[config.mk]
export PLATFORM = sky130hd
export DESIGN_NAME = hilo_ctrl_flat
export DESIGN_NICKNAME = d
export VERILOG_FILES = /design/src/rtl/hilo_ctrl_if.sv /design/src/rtl/hilo_ctrl.sv /design/src/flat_wrapper.sv
export SDC_FILE = /design/constraint.sdc
export NUM_CORES = 1
export LEC_CHECK = 0
export ABC_AREA = 1
export CORE_ASPECT_RATIO = 1.25
export CORE_MARGIN = 3
export CORE_UTILIZATION = 38
export CTS_BUF_LIST = sky130_fd_sc_hd__clkbuf_8
export CTS_CLUSTER_SIZE = 25
export DETAILED_ROUTE_END_ITERATION = 10
export PLACE_DENSITY = 0.79
export SETUP_SLACK_MARGIN = 0.5
export SYNTH_ARGS = -nofsm -noshare
export SYNTH_HDL_FRONTEND = slang
export SYNTH_SLANG_ARGS = --single-unit
[constraint.sdc]
create_clock -name clk -period 2.1 [get_ports clk]
set_clock_uncertainty 0.05 [all_clocks]
set_input_delay 0.315 -clock clk [delete_from_list [all_inputs] [get_ports clk]]
set_output_delay 0.315 -clock clk [all_outputs]
set_load 0.05 [all_outputs]
[src/rtl/hilo_ctrl_if.sv]
// Bus between hilo_ctrl, the datapath (mthi/mtlo/mfhi/mflo) and the iterative divider.
// slave is the controller's view; master is the view of whatever surrounds it.
interface hilo_ctrl_if;
    // datapath requests
    logic        div_start;
    logic        hi_we;
    logic        lo_we;
    logic [31:0] wdata;
    logic        rd_req;
    // divider results
    logic [31:0] div_hi;
    logic [31:0] div_lo;
    logic        div_err;
    // controller outputs
    logic        div_control;
    logic [31:0] hi_q;
    logic [31:0] lo_q;
    logic        busy;
    logic        done;
    logic        div_zero;
    logic        stall;
    logic        wr_conflict;

    modport slave (
        input  div_start, hi_we, lo_we, wdata, rd_req, div_hi, div_lo, div_err,
        output div_control, hi_q, lo_q, busy, done, div_zero, stall, wr_conflict
    );

    modport master (
        output div_start, hi_we, lo_we, wdata, rd_req, div_hi, div_lo, div_err,
        input  div_control, hi_q, lo_q, busy, done, div_zero, stall, wr_conflict
    );
endinterface

[src/rtl/hilo_ctrl.sv]
// Divide sequencer and HI/LO register file. Drives the divider enable, counts its
// fixed latency, captures remainder/quotient into HI/LO and serves mthi/mtlo.
// DIV_LAT must stay within 2..63 so that DIV_LAT-1 fits the 6-bit counter.
module hilo_ctrl #(
    parameter int DIV_LAT = 34
) (
    input  logic      clk,
    input  logic      reset,
    hilo_ctrl_if.slave bus
);

    localparam logic [1:0] IDLE = 2'd0;
    localparam logic [1:0] RUN  = 2'd1;
    localparam logic [1:0] COOL = 2'd2;

    localparam logic [5:0] LAST = 6'(DIV_LAT - 1);

    logic [1:0]  state;
    logic [5:0]  cnt;
    logic [31:0] hi_r, lo_r;
    logic        done_r, dz_r, wc_r;

    logic in_idle, in_run, in_cool;
    logic start_ok, abort, capture, wr_any;

    assign in_idle  = (state == IDLE);
    assign in_run   = (state == RUN);
    assign in_cool  = (state == COOL);
    assign wr_any   = bus.hi_we | bus.lo_we;
    // COOL already gave the divider its low-enable cycle, so a start seen on the
    // COOL->IDLE edge is taken straight away; this is what makes back-to-back
    // divides start exactly DIV_LAT+1 edges apart.
    assign start_ok = bus.div_start & (in_idle | in_cool);
    // divide-by-zero wins over the final count on the same edge
    assign abort    = in_run & bus.div_err;
    assign capture  = in_run & ~bus.div_err & (cnt == LAST);

    // sequencer state and latency counter
    always_ff @(posedge clk or posedge reset) begin
        if (reset) begin
            state <= IDLE;
            cnt   <= 6'd0;
        end else begin
            case (state)
                IDLE: begin
                    if (start_ok) begin
                        state <= RUN;
                        cnt   <= 6'd0;
                    end
                end
                RUN: begin
                    cnt <= cnt + 6'd1;
                    if (abort || capture) state <= COOL;
                end
                COOL: begin
                    if (start_ok) begin
                        state <= RUN;
                        cnt   <= 6'd0;
                    end else begin
                        state <= IDLE;
                    end
                end
                default: state <= IDLE;
            endcase
        end
    end

    // architectural HI/LO: datapath writes only when idle, divider capture otherwise
    always_ff @(posedge clk or posedge reset) begin
        if (reset) begin
            hi_r <= 32'd0;
            lo_r <= 32'd0;
        end else if (capture) begin
            hi_r <= bus.div_hi;
            lo_r <= bus.div_lo;
        end else if (in_idle) begin
            if (bus.hi_we) hi_r <= bus.wdata;
            if (bus.lo_we) lo_r <= bus.wdata;
        end
    end

    // one-cycle status pulses
    always_ff @(posedge clk or posedge reset) begin
        if (reset) begin
            done_r <= 1'b0;
            dz_r   <= 1'b0;
            wc_r   <= 1'b0;
        end else begin
            done_r <= capture;
            dz_r   <= abort;
            wc_r   <= wr_any & ~in_idle;
        end
    end

    // enable is decoded from state so reset drops it without waiting for an edge
    assign bus.div_control = in_run;
    assign bus.busy        = ~in_idle;
    assign bus.stall       = bus.rd_req & ~in_idle;
    assign bus.hi_q        = hi_r;
    assign bus.lo_q        = lo_r;
    assign bus.done        = done_r;
    assign bus.div_zero    = dz_r;
    assign bus.wr_conflict = wc_r;

endmodule

[src/flat_wrapper.sv]
// flat-port wrapper written by rule: the top's interface ports become plain ports
module hilo_ctrl_flat 
#(
    parameter int DIV_LAT = 34
)
  (clk, reset, bus_div_start, bus_hi_we, bus_lo_we, bus_wdata, bus_rd_req, bus_div_hi, bus_div_lo, bus_div_err, bus_div_control, bus_hi_q, bus_lo_q, bus_busy, bus_done, bus_div_zero, bus_stall, bus_wr_conflict);
  hilo_ctrl_if bus_i ();
  input  logic clk;
  input  logic reset;
  input wire logic [$bits(bus_i.div_start)-1:0] bus_div_start;
  input wire logic [$bits(bus_i.hi_we)-1:0] bus_hi_we;
  input wire logic [$bits(bus_i.lo_we)-1:0] bus_lo_we;
  input wire logic [$bits(bus_i.wdata)-1:0] bus_wdata;
  input wire logic [$bits(bus_i.rd_req)-1:0] bus_rd_req;
  input wire logic [$bits(bus_i.div_hi)-1:0] bus_div_hi;
  input wire logic [$bits(bus_i.div_lo)-1:0] bus_div_lo;
  input wire logic [$bits(bus_i.div_err)-1:0] bus_div_err;
  output wire logic [$bits(bus_i.div_control)-1:0] bus_div_control;
  output wire logic [$bits(bus_i.hi_q)-1:0] bus_hi_q;
  output wire logic [$bits(bus_i.lo_q)-1:0] bus_lo_q;
  output wire logic [$bits(bus_i.busy)-1:0] bus_busy;
  output wire logic [$bits(bus_i.done)-1:0] bus_done;
  output wire logic [$bits(bus_i.div_zero)-1:0] bus_div_zero;
  output wire logic [$bits(bus_i.stall)-1:0] bus_stall;
  output wire logic [$bits(bus_i.wr_conflict)-1:0] bus_wr_conflict;
  assign bus_i.div_start = bus_div_start;
  assign bus_i.hi_we = bus_hi_we;
  assign bus_i.lo_we = bus_lo_we;
  assign bus_i.wdata = bus_wdata;
  assign bus_i.rd_req = bus_rd_req;
  assign bus_i.div_hi = bus_div_hi;
  assign bus_i.div_lo = bus_div_lo;
  assign bus_i.div_err = bus_div_err;
  assign bus_div_control = bus_i.div_control;
  assign bus_hi_q = bus_i.hi_q;
  assign bus_lo_q = bus_i.lo_q;
  assign bus_busy = bus_i.busy;
  assign bus_done = bus_i.done;
  assign bus_div_zero = bus_i.div_zero;
  assign bus_stall = bus_i.stall;
  assign bus_wr_conflict = bus_i.wr_conflict;
  hilo_ctrl #(.DIV_LAT(DIV_LAT)) u_core (.clk(clk), .reset(reset), .bus(bus_i));
endmodule
### After elaboration in Yosys (flattened, before gate mapping)

Cells that the tools add are included.

* memories kept: 0
* RAM bits: 0
* bits in latches: 0
* ROM bits: 0
* input port bits: 103
* logic and storage cells: 47
* register bits: 75

* div/mod/pow operators: 0
* shift-type cells: 0
* multipliers: 0
* add/subtract/negate cells: 1
* bitwise logic cells: 10
* magnitude comparators: 0
* eq/ne operators: 6
* multiplexer cells: 12
* reduce and logical (&&, ||, !) cells: 11

Operators with widths (number)
* $mux W32: 6
* $pmux W6 S2: 1
* $reduce_and A2 Y1: 4
* $reduce_bool A2 Y1: 4
* $add A6 B1 Y6 const B: 1
* $and A1 B1 Y1: 6
* $eq A6 B6 Y1 const B: 1
* $mux W6: 1
* $pmux W2 S3: 1
* $mux W2: 2
* $ne A2 B2 Y1 const B: 2
* $eq A2 B1 Y1 const B: 1
* $eq A2 B2 Y1 const B: 1
* $logic_not A2 Y1: 1
* $ne A2 B1 Y1 const B: 1
* $not A1 Y1: 2
* $or A1 B1 Y1: 2
* $reduce_or A2 Y1: 1
* $logic_or A1 B1 Y1: 1
* $mux W1: 1

### Longest topological paths before layout

Gate-level depths: netlist of the first run.

* depth after elaboration: 6
* mapped depth: 10
* gate-level depth less buffers: 9

### Worst setup path after synthesis of the first run

OpenSTA, ideal clock, no wires.

* path kind: flip-flop to flip-flop
* start point: reg u_core.cnt[1]
* end point: reg u_core.hi_r[0] (netlist: u_core.bus.hi_q[0])
* arrival: 1.358 ns
* setup slack: 0.566 ns
* clock period less this slack: 1.534 ns
* cell stages (with the launch flop): 10
* cell sequence: dfrtp_1 inv_1 ha_1 nand3_1 nor2_4 nand2_4 buf_6 buf_4 nand3_1 nand3_1

* longest elaborated chain between the ends: 4
* elaborated cells on any way between the ends: 6
* those cells by class: eq/ne (1); mux (1); bitwise (1); reduce/logical (3)

RTL lines
* from (decl): RTL line hilo_ctrl.sv:19 `logic [5:0] cnt;`
* from (signal assigned): RTL line hilo_ctrl.sv:52 `cnt <= cnt + 6'd1;`
* $eq A6 B6 Y1 *: RTL line hilo_ctrl.sv:36 `assign capture = in_run & ~bus.div_err & (cnt == LAST);`
* $and A1 B1 Y1 *: RTL line hilo_ctrl.sv:36
* $reduce_bool A2 Y1 (no line)
* $reduce_and A2 Y1 (no line)
* to (signal assigned): RTL line hilo_ctrl.sv:74 `hi_r <= bus.div_hi;`
* to (signal assigned): RTL line hilo_ctrl.sv:77 `if (bus.hi_we) hi_r <= bus.wdata;`
* to (decl): RTL line hilo_ctrl.sv:20 `logic [31:0] hi_r, lo_r;`

Every way passes the cells marked *; elsewhere a longest branch is shown, timed or not.
A chain may end at the register's enable or synchronous reset.

### Final worst setup path of the first run

* start point: reg u_core.cnt[1]
* end point: reg u_core.lo_r[29] (netlist: u_core.bus.lo_q[29])

* longest elaborated chain between the ends: 4
* elaborated cells on any way between the ends: 6
* those cells by class: eq/ne (1); mux (1); bitwise (1); reduce/logical (3)

RTL lines
* $eq A6 B6 Y1 *: RTL line hilo_ctrl.sv:36
* $and A1 B1 Y1 *: RTL line hilo_ctrl.sv:36
* $reduce_bool A2 Y1 (no line)
* $reduce_and A2 Y1 (no line)
* to (signal assigned): RTL line hilo_ctrl.sv:75 `lo_r <= bus.div_lo;`
* to (signal assigned): RTL line hilo_ctrl.sv:78 `if (bus.lo_we) lo_r <= bus.wdata;`
* to (decl): RTL line hilo_ctrl.sv:20

Marked as above.

==> results.sh, run 1 <==
export IMPL_nets=755
export IMPL_rsz0062_at_grt="true"
export IMPL_critPathSlowestCell="dfrtp_1"
export IMPL_finalSetupTns_ns=0
export IMPL_tritoncts="built"
export IMPL_vias_per_cell=5.77
export IMPL_grt_max_degree=76
export IMPL_relSlewSlack=0.670
export IMPL_clock_latency_ns=0.34
export IMPL_syn_avg_cell_area_um2=8.37
export IMPL_fmax_ghz=0.547
export IMPL_hold_class="input port to async pin"
export IMPL_grt_pass1_vias=4782
export IMPL_die_area_um2=10700
export IMPL_dr_total_vias=4489
export IMPL_cts_buffer_depth=2
export IMPL_die_y_um=115
export IMPL_cp_arrival_ns=2.00
export IMPL_yosysTopAreaCellShare=0.522
export IMPL_fin_crit_ns=1.83
export IMPL_finalHoldViolations=0
export IMPL_rows=39
export IMPL_syn_num_nets=535
export IMPL_finalWirelength_mm=18.1
export IMPL_synthTopCellsByArea="dfrtp_1, nand3_1, nand2_1"
export IMPL_diodes=0
export IMPL_area_growth_pct=104
export IMPL_worstReg2RegStart="u_core.cnt[1]"
export IMPL_grt_pass1_wl_mm=26.2
export IMPL_cp_top_family="simple AND/OR/NAND/NOR gates"
export IMPL_antenna_found_initial=0
export IMPL_worstMarginPinSlew_ns=0.496
export IMPL_ys_seq_elements=75
export IMPL_cts_root_buffer="clkbuf_8"
export IMPL_r2r_setup_slack_ns=0.27
export IMPL_gp_congestion=0.825
export IMPL_synth_top_cell_by_area="dfrtp_1"
export IMPL_htree_num_levels=3
export IMPL_yosys_warnings=0
export IMPL_vdd_drop_max_uv=778
export IMPL_drtAntennaViolNets=0
export IMPL_syn_inst=430
export IMPL_total_power_mw=7.00
export IMPL_reg2regPathDepth=10
export IMPL_worst_path_largest_cell_delay_ns=0.41
export IMPL_yosysUniqueCellTypes=22
export IMPL_synth_area_um2=3600
export IMPL_cts_sinks=75
export IMPL_critPathKind="register to register"
export IMPL_dieWidth_um=93.0
export IMPL_setup_viol=0
export IMPL_power_density_nw_per_um2=956
export IMPL_path_buf_inv=4
export IMPL_critical_path_cell_chain="inv_2, ha_4, nand3_4, nor2_4, nand2_8, buf_12, buf_12, buf_16, nand3_1, nand3_2"
export IMPL_start_util=0.392
export IMPL_slew_viol_final=0
export IMPL_post_route_period_util=0.871
export IMPL_cp_data_required_time_ns=2.27
export IMPL_power_leakage_nw=3.54
export IMPL_io_pins=173
export IMPL_drt_iter0_drc=396
export IMPL_core_region_area_um2=9170
export IMPL_drcViolationCount=0
export IMPL_grt_use_met2=0.580
export IMPL_hpwl_mm=8.01
export IMPL_first_pass_iters=5
export IMPL_cap_violations=0
export IMPL_grt_busiest_layer="met2"
export IMPL_grt_ovfl_total=0
export IMPL_end_kind="register"
export IMPL_numCtsBuffers=9
export IMPL_gr_usage_met1=0.347
export IMPL_io_buffers=172
export IMPL_path_clk_slew_ns=0.09
export IMPL_worstSetupStartpointType="register"
export IMPL_ys_seq_area_frac=0.522
export IMPL_crit_fanout=7
export IMPL_post_drt_wl_per_cell_um=23.2
export IMPL_rr_endpoint="u_core.bus.lo_q[29]"
export IMPL_use_met3=0.0753
export IMPL_run_status="complete, no violations"
export IMPL_drive_above_1_share=0.452
export IMPL_grt_usage=0.322
export IMPL_cpMostUsedCell="buf_12"
## tightest hold or removal path, stage by stage
cell and delay [ns]:
clkdlybuf4s50_1 0.44, clkinvlp_4 0.10, buf_12 0.32
## sequential cells by signal (all words and copies together) (netlist names)
register,count
u_core.bus.div_zero,1
u_core.bus.hi_q,32
u_core.bus.done,1
u_core.cnt,6
u_core.bus.wr_conflict,1
u_core.state,2
u_core.bus.lo_q,32
## routing by layer
metal  up-vias  share of wire
li1       1931              -
met1      2183           0.34
met5         -              0
met2       297           0.53
met3        78          0.076
met4         0          0.057
## synth_stat cells (all sizes together)
cell,number
nand3,192
nand2,89
dfrtp,75
buf,26
inv,19
nor2,10
clkbuf,6
o21ai,3
a21oi,2
ha,2
nand4,2
o22ai,2
o31ai,1
xnor2,1
## layout by cell type (no fill, tap or decap), drive strengths merged
cell type | netlist | layout
nand4 | 2 | 2
dlygate4sd2 | 0 | 2
clkinvlp | 0 | 2
nand2 | 89 | 89
dfrtp | 75 | 75
ha | 2 | 2
bufinv | 0 | 1
o31ai | 1 | 1
buf | 26 | 70
nand3 | 192 | 192
a21oi | 2 | 2
inv | 19 | 18
o22ai | 2 | 2
clkdlybuf4s50 | 0 | 102
bufbuf | 0 | 1
clkbuf | 6 | 71
xnor2 | 1 | 1
clkinv | 0 | 4
nor2 | 10 | 10
clkdlybuf4s15 | 0 | 5
o21ai | 3 | 3
## final cells by class
class / instances / area [um^2]
clock buffers: 10 / 138
flip-flops and latches: 75 / 1880
multi-input cells: 304 / 2240
well taps: 123 / 154
inverters: 19 / 92.6
fillers: 540 / 1850
repair buffers: 241 / 2770
clock inverters: 6 / 56.3
## per-stage QoR
| stage | hold slack, ns | utilization | instances | cell area, um^2 | setup slack, ns |
|---|---|---|---|---|---|
| global route | 0.407 | 0.799 | 778 | 7330 | 0.229 |
| finish | 0.345 | 0.799 | 778 | 7330 | 0.270 |
| global placement | 0.442 | 0.591 | 703 | 5420 | 0.286 |
| CTS | 0.393 | 0.780 | 767 | 7160 | 0.281 |
| floorplan | 0.366 | - | 430 | 3600 | 0.566 |
| detailed placement | 0.449 | 0.591 | 703 | 5420 | 0.242 |
## where the power goes
group	total (mW)	switching (mW)	internal, mW
sequential	2.29	0.393	1.89
clock	1.15	0.580	0.572
combinational	3.56	2.52	1.04
## worst max path at each step
| stage | depth (start not counted) | from | to | slack (ns) |
|---|---|---|---|---|
| after floorplan | 9 | u_core.cnt[1] | u_core.bus.hi_q[0] | 0.57 |
| after CTS | 3 | u_core.state[0] | bus_busy | 0.28 |
| final | 10 | u_core.cnt[1] | u_core.bus.lo_q[29] | 0.27 |
| after global placement | 5 | bus_div_err | u_core.state[1] | 0.29 |
| after detailed placement | 6 | bus_div_err | u_core.bus.lo_q[12] | 0.24 |
| after global routing | 10 | u_core.cnt[1] | u_core.bus.lo_q[29] | 0.23 |
## kinds of logic (layout without fill, tap and decap cells)
logic type | Yosys count | in the layout | synth area share
AND/OR/NAND/NOR | 293 | 293 | 0.384
AO/OA/AOI/OAI | 8 | 8 | 0.0125
buffers and inverters | 51 | 276 | 0.0720
flip-flops | 75 | 75 | 0.522
XOR/XNOR | 1 | 1 | 0.00244
adder cells (fa/ha/maj) | 2 | 2 | 0.00696
## repair_timing
action	in CTS	in global routing
gates cloned	27	1
resized for setup	270	148
setup endpoints to repair	134	129
hold buffers	0	0
setup buffers	21	10
pin swaps	38	25
No activity file was read; power rests on OpenSTA's default activity.
==> run 2: changes to the inputs <==
--- a/config.mk
+++ b/config.mk
@@ -10,10 +10,9 @@
 export CORE_MARGIN = 3
 export CORE_UTILIZATION = 38
 export CTS_BUF_LIST = sky130_fd_sc_hd__clkbuf_8
-export CTS_CLUSTER_SIZE = 25
 export DETAILED_ROUTE_END_ITERATION = 10
+export GPL_ROUTABILITY_DRIVEN = 0
 export PLACE_DENSITY = 0.79
-export SETUP_SLACK_MARGIN = 0.5
 export SYNTH_ARGS = -nofsm -noshare
 export SYNTH_HDL_FRONTEND = slang
 export SYNTH_SLANG_ARGS = --single-unit
==> run 2 against run 1 <==
Fmax decreased by 3.6%. Core utilization decreased by 19 points. Via count decreased by 17%. Critical path type is now register to output pin. Critical endpoint is now bus_hi_q[18].
==> results.sh, run 2 (synthesis gave the netlist of run 1 again) <==
export IMPL_path_depth=1
export IMPL_cap_violations=0
export IMPL_die_y_um=115
export IMPL_finalHoldViolations=0
export IMPL_final_cell_mix="nand3_1, clkdlybuf4s50_1, nand2_1"
export IMPL_finalWirelength_mm=11.3
export IMPL_vdd_drop_max_uv=638
export IMPL_post_route_period_util=0.904
export IMPL_start_util=0.392
export IMPL_placed_area_um2=5420
export IMPL_critical_path_cell_chain="clkdlybuf4s50_1"
export IMPL_critPathSlowestCell="clkdlybuf4s50_1"
export IMPL_path_clk_slew_ns=0.08
export IMPL_htree_num_levels=3
export IMPL_crit_fanout=2
export IMPL_post_drt_wl_per_cell_um=15.7
export IMPL_tritoncts="built"
export IMPL_setup_viol=0
export IMPL_io_pins=173
export IMPL_grt_usage=0.217
export IMPL_r2r_setup_slack_ns=0.34
export IMPL_rr_endpoint="u_core.bus.lo_q[12]"
export IMPL_diodes=0
export IMPL_fin_crit_ns=1.90
export IMPL_layout_commonest_cell="nand3_1"
export IMPL_worstReg2RegStart="u_core.cnt[1]"
export IMPL_first_pass_iters=5
export IMPL_cp_data_required_time_ns=1.74
export IMPL_cts_root_buffer="clkbuf_8"
export IMPL_cts_sinks=75
export IMPL_worstSetupStartpointType="register"
export IMPL_grt_pass1_wl_mm=18.4
export IMPL_grt_ovfl_total=0
export IMPL_dieWidth_um=93.0
export IMPL_power_density_nw_per_um2=1200
export IMPL_drtAntennaViolNets=0
export IMPL_fmax_ghz=0.527
export IMPL_grt_max_degree=81
export IMPL_worst_path_largest_cell_delay_ns=0.83
export IMPL_crit_end="bus_hi_q[18]"
export IMPL_power_leakage_nw=2.52
export IMPL_area_growth_pct=56.2
export IMPL_die_area_um2=10700
export IMPL_hold_class="input port to async pin"
export IMPL_cts_buffer_depth=2
export IMPL_finalSetupTns_ns=0
export IMPL_end_kind="output pin"
export IMPL_rows=39
export IMPL_rsz0062_at_grt="false"
export IMPL_run_status="complete, no violations"
export IMPL_drcViolationCount=0
export IMPL_slew_viol_final=0
export IMPL_dr_total_vias=3708
export IMPL_cp_arrival_ns=1.53
export IMPL_relSlewSlack=0.582
export IMPL_io_buffers=172
export IMPL_vias_per_cell=5.16
export IMPL_numCtsBuffers=9
export IMPL_clock_latency_ns=0.33
export IMPL_fin_area_um2=5620
export IMPL_drt_iter0_drc=204
export IMPL_critPathLaunch="u_core.bus.hi_q[18]"
export IMPL_grt_pass1_vias=3764
export IMPL_hpwl_mm=8.01
export IMPL_critPathKind="register to output pin"
export IMPL_path_buf_inv=1
export IMPL_nets=696
export IMPL_antenna_found_initial=0
export IMPL_drive_above_1_share=0.0654
export IMPL_reg2regPathDepth=8
export IMPL_core_region_area_um2=9170
export IMPL_worstMarginPinSlew_ns=0.626
export IMPL_cp_top_family="buffers and inverters"
## run 2: changes by cell type in the layout (fill, tap and decap cells not counted), sizes merged
cell,delta
clkdlybuf4s15,-5
dlymetal6s2s,+1
bufbuf,-1
clkbuf,-61
dlygate4sd2,-2
clkinv,-1
buf,-58
inv,+1
clkdlybuf4s50,+67
## run 2: cell type report
cell class | count | area, um^2
repair buffers | 182 | 1860
clock inverters | 6 | 56.3
fillers | 814 | 3560
well taps | 123 | 154
clock buffers | 10 | 138
inverters | 19 | 75.1
multi-input cells | 304 | 1460
flip-flops and latches | 75 | 1880
## run 2: power by group
| group | leakage [nW] | switching [mW] | internal, mW |
|---|---|---|---|
| sequential | 0.935 | 0.286 | 1.89 |
| clock | 0.103 | 0.508 | 0.571 |
| combinational | 1.48 | 2.25 | 1.21 |
| total | 2.52 | 3.04 | 3.68 |
## run 2: metrics by stage
stage / setup slack (ns) / cells / utilization / hold slack (ns) / power (mW)
finish: 0.202 / 719 / 0.612 / 0.351 / 6.72
detailed placement: 0.242 / 703 / 0.591 / 0.449 / 5.69
global route: 0.152 / 719 / 0.612 / 0.414 / 7.07
floorplan: 0.566 / 430 / - / 0.366 / 4.34
CTS: 0.00649 / 719 / 0.612 / 0.393 / 6.79
global placement: 0.286 / 703 / 0.591 / 0.442 / 5.62
## run 2: worst min path at each step
stage / from / to / slack (ns) / depth (start not counted)
after CTS: reset / u_core.bus.hi_q[21] / 0.39 / 3
after global placement: u_core.bus.hi_q[31] / u_core.bus.hi_q[31] / 0.44 / 2
after global routing: reset / u_core.bus.hi_q[21] / 0.41 / 3
final: reset / u_core.bus.hi_q[21] / 0.35 / 3
after detailed placement: u_core.bus.lo_q[18] / u_core.bus.lo_q[18] / 0.45 / 2
after floorplan: bus_div_err / u_core.state[0] / 0.37 / 1
## run 2: timing repair
action | in CTS | in global routing
setup endpoints to repair | 0 | 1
endpoints found under the hold margin | 0 | 0
gates resized for setup | 0 | 1
buffers inserted | 0 | 0
hold buffers | 0 | 0
## run 2: metal layers
metal  track usage  part of all wire  routed length [um]  vias up
met4        0.0782             0.020                 223        0
met2         0.384              0.51                5770      171
met5             0                 0                   0        -
met1         0.256              0.39                4410     1737
li1              -                 -                   -     1782
met3        0.0510             0.078                 876       18
## run 2: tightest hold or removal path: stages
cell	delay [ns]
clkdlybuf4s50_1	0.44
clkinvlp_4	0.09
buf_12	0.31
==> run 3: changes to the inputs <==
--- a/config.mk
+++ b/config.mk
@@ -12,7 +12,7 @@
 export CTS_BUF_LIST = sky130_fd_sc_hd__clkbuf_8
 export DETAILED_ROUTE_END_ITERATION = 10
 export GPL_ROUTABILITY_DRIVEN = 0
-export PLACE_DENSITY = 0.79
+export PLACE_DENSITY = 0.9
 export SYNTH_ARGS = -nofsm -noshare
 export SYNTH_HDL_FRONTEND = slang
 export SYNTH_SLANG_ARGS = --single-unit
==> run 3 against run 2 <==
Sequential cell count stayed put. Critical path depth did not move. Final area shrank 0.60%. Non-clock buffer count is 1 lower. Sequential power hardly changed. Combinational power barely moved. Critical path type unchanged. Global-route usage up 0.64 points. Worst setup slack got worse by 0.023 ns. Clock power fell by 14%. Hold slack worse by 0.0025 ns. Cell count decreased by 0.70%.
==> results.sh, run 3 (synthesis gave the netlist of run 1 again) <==
export IMPL_worst_path_largest_cell_delay_ns=0.83
export IMPL_tritoncts="built"
export IMPL_drive_above_1_share=0.0575
export IMPL_die_area_um2=10700
export IMPL_path_buf_inv=1
export IMPL_path_clk_slew_ns=0.07
export IMPL_numCtsBuffers=9
export IMPL_start_util=0.392
export IMPL_cp_arrival_ns=1.56
export IMPL_post_drt_wl_per_cell_um=16.3
export IMPL_cp_top_family="buffers and inverters"
export IMPL_cts_buffer_depth=2
export IMPL_sw_frac_of_total=0.460
export IMPL_power_leakage_nw=2.51
export IMPL_cts_sinks=75
export IMPL_grt_ovfl_total=0
export IMPL_antenna_found_initial=0
export IMPL_final_cell_mix="nand3_1, clkdlybuf4s50_1, nand2_1"
export IMPL_setup_viol=0
export IMPL_vias_per_cell=5.33
export IMPL_area_growth_pct=55.2
export IMPL_place_inst=702
export IMPL_cap_violations=0
export IMPL_postLayoutCoreUtil=0.609
export IMPL_die_y_um=115
export IMPL_grt_pass1_vias=3883
export IMPL_htree_num_levels=3
export IMPL_rows=39
export IMPL_finalHoldViolations=0
export IMPL_io_pins=173
export IMPL_power_density_nw_per_um2=1180
export IMPL_drcViolationCount=0
export IMPL_end_kind="output pin"
export IMPL_dr_total_vias=3803
export IMPL_layout_commonest_cell="nand3_1"
export IMPL_seqPwrFrac=0.334
export IMPL_io_buffers=172
export IMPL_fin_crit_ns=1.92
export IMPL_power_switching_mw=3.04
export IMPL_drt_iter0_drc=192
export IMPL_r2r_setup_slack_ns=0.39
export IMPL_dieWidth_um=93.0
export IMPL_critical_path_cell_chain="clkdlybuf4s50_1"
export IMPL_whs_ns=0.349
export IMPL_post_route_period_util=0.915
export IMPL_worstMarginPinSlew_ns=0.629
export IMPL_worstSetupStartpointType="register"
export IMPL_nFillCells=829
export IMPL_finalWirelength_mm=11.7
export IMPL_rsz0062_at_grt="false"
export IMPL_p_comb_frac=0.525
export IMPL_core_region_area_um2=9170
export IMPL_fmax_ghz=0.520
export IMPL_cp_data_required_time_ns=1.74
export IMPL_diodes=0
export IMPL_clock_latency_ns=0.34
export IMPL_finalSetupTns_ns=0
export IMPL_crit_fanout=2
export IMPL_clkPwrFrac=0.141
export IMPL_grt_usage=0.223
export IMPL_run_status="complete, no violations"
export IMPL_slew_viol_final=0
export IMPL_grt_max_degree=81
export IMPL_vdd_drop_max_uv=598
export IMPL_nets=695
export IMPL_total_power_mw=6.61
export IMPL_hold_class="input port to async pin"
export IMPL_final_cells=714
export IMPL_hpwl_mm=8.42
export IMPL_relSlewSlack=0.580
export IMPL_grt_pass1_wl_mm=18.9
export IMPL_first_pass_iters=5
export IMPL_internal_power_mw=3.57
export IMPL_critPathSlowestCell="clkdlybuf4s50_1"
export IMPL_drtAntennaViolNets=0
export IMPL_critPathKind="register to output pin"
export IMPL_cts_root_buffer="clkbuf_8"
[run 3: what timing repair did]
action	CTS	global route
resized for setup	0	1
hold buffers	0	0
endpoints found under the hold margin	0	0
setup buffers	0	0
endpoints found under the setup margin	0	1
[run 3: power by group through the flow]
| stage | Sequential (mW) | Clock, mW | Combinational (mW) |
|---|---|---|---|
| 5_1_grt | 2.27 | 1.02 | 3.65 |
| 3_5_place_dp | 2.22 | 0 | 3.49 |
| 2_1_floorplan | 3.62 | 0 | 0.719 |
| 4_1_cts | 2.20 | 0.961 | 3.49 |
| 6_report | 2.21 | 0.933 | 3.47 |
| 3_3_place_gp | 2.19 | 0 | 3.42 |
[run 3: final timing paths]
kind | start | endpoint | cells after the start
max in group asynchronous | reset | u_core.bus.div_zero | 3
setup reg to reg | u_core.cnt[1] | u_core.bus.lo_q[3] | 8
min in group clk | u_core.bus.hi_q[23] | u_core.bus.hi_q[23] | 2
hold / removal | reset | u_core.bus.hi_q[21] | 3
hold reg to reg | u_core.bus.hi_q[23] | u_core.bus.hi_q[23] | 2
setup / recovery | u_core.bus.hi_q[16] | bus_hi_q[16] | 1
[run 3: cell type report]
cell class                 instances  area (um^2)  share of cell area
sequential                        75         1880               0.336
timing repair buffer             181         1860               0.333
multi-input combinational        304         1460               0.262
tap                              123          154              0.0276
clock buffer                      11          151              0.0271
inverter                          19         75.1              0.0134
clock inverter                     1         3.75            0.000672
[run 3: per-stage QoR]
stage	area [um^2]	worst slack, ns
floorplan	3600	0.566
global placement	5430	0.329
detailed placement	5430	0.231
CTS	5580	0.00155
global route	5580	0.142
finish	5580	0.178
[run 3: per-layer routing]
metal | routed length (um) | global-route usage
met2 | 6120 | 0.395
met1 | 4440 | 0.257
met4 | 226 | 0.0919
met3 | 878 | 0.0550
met5 | 0 | 0
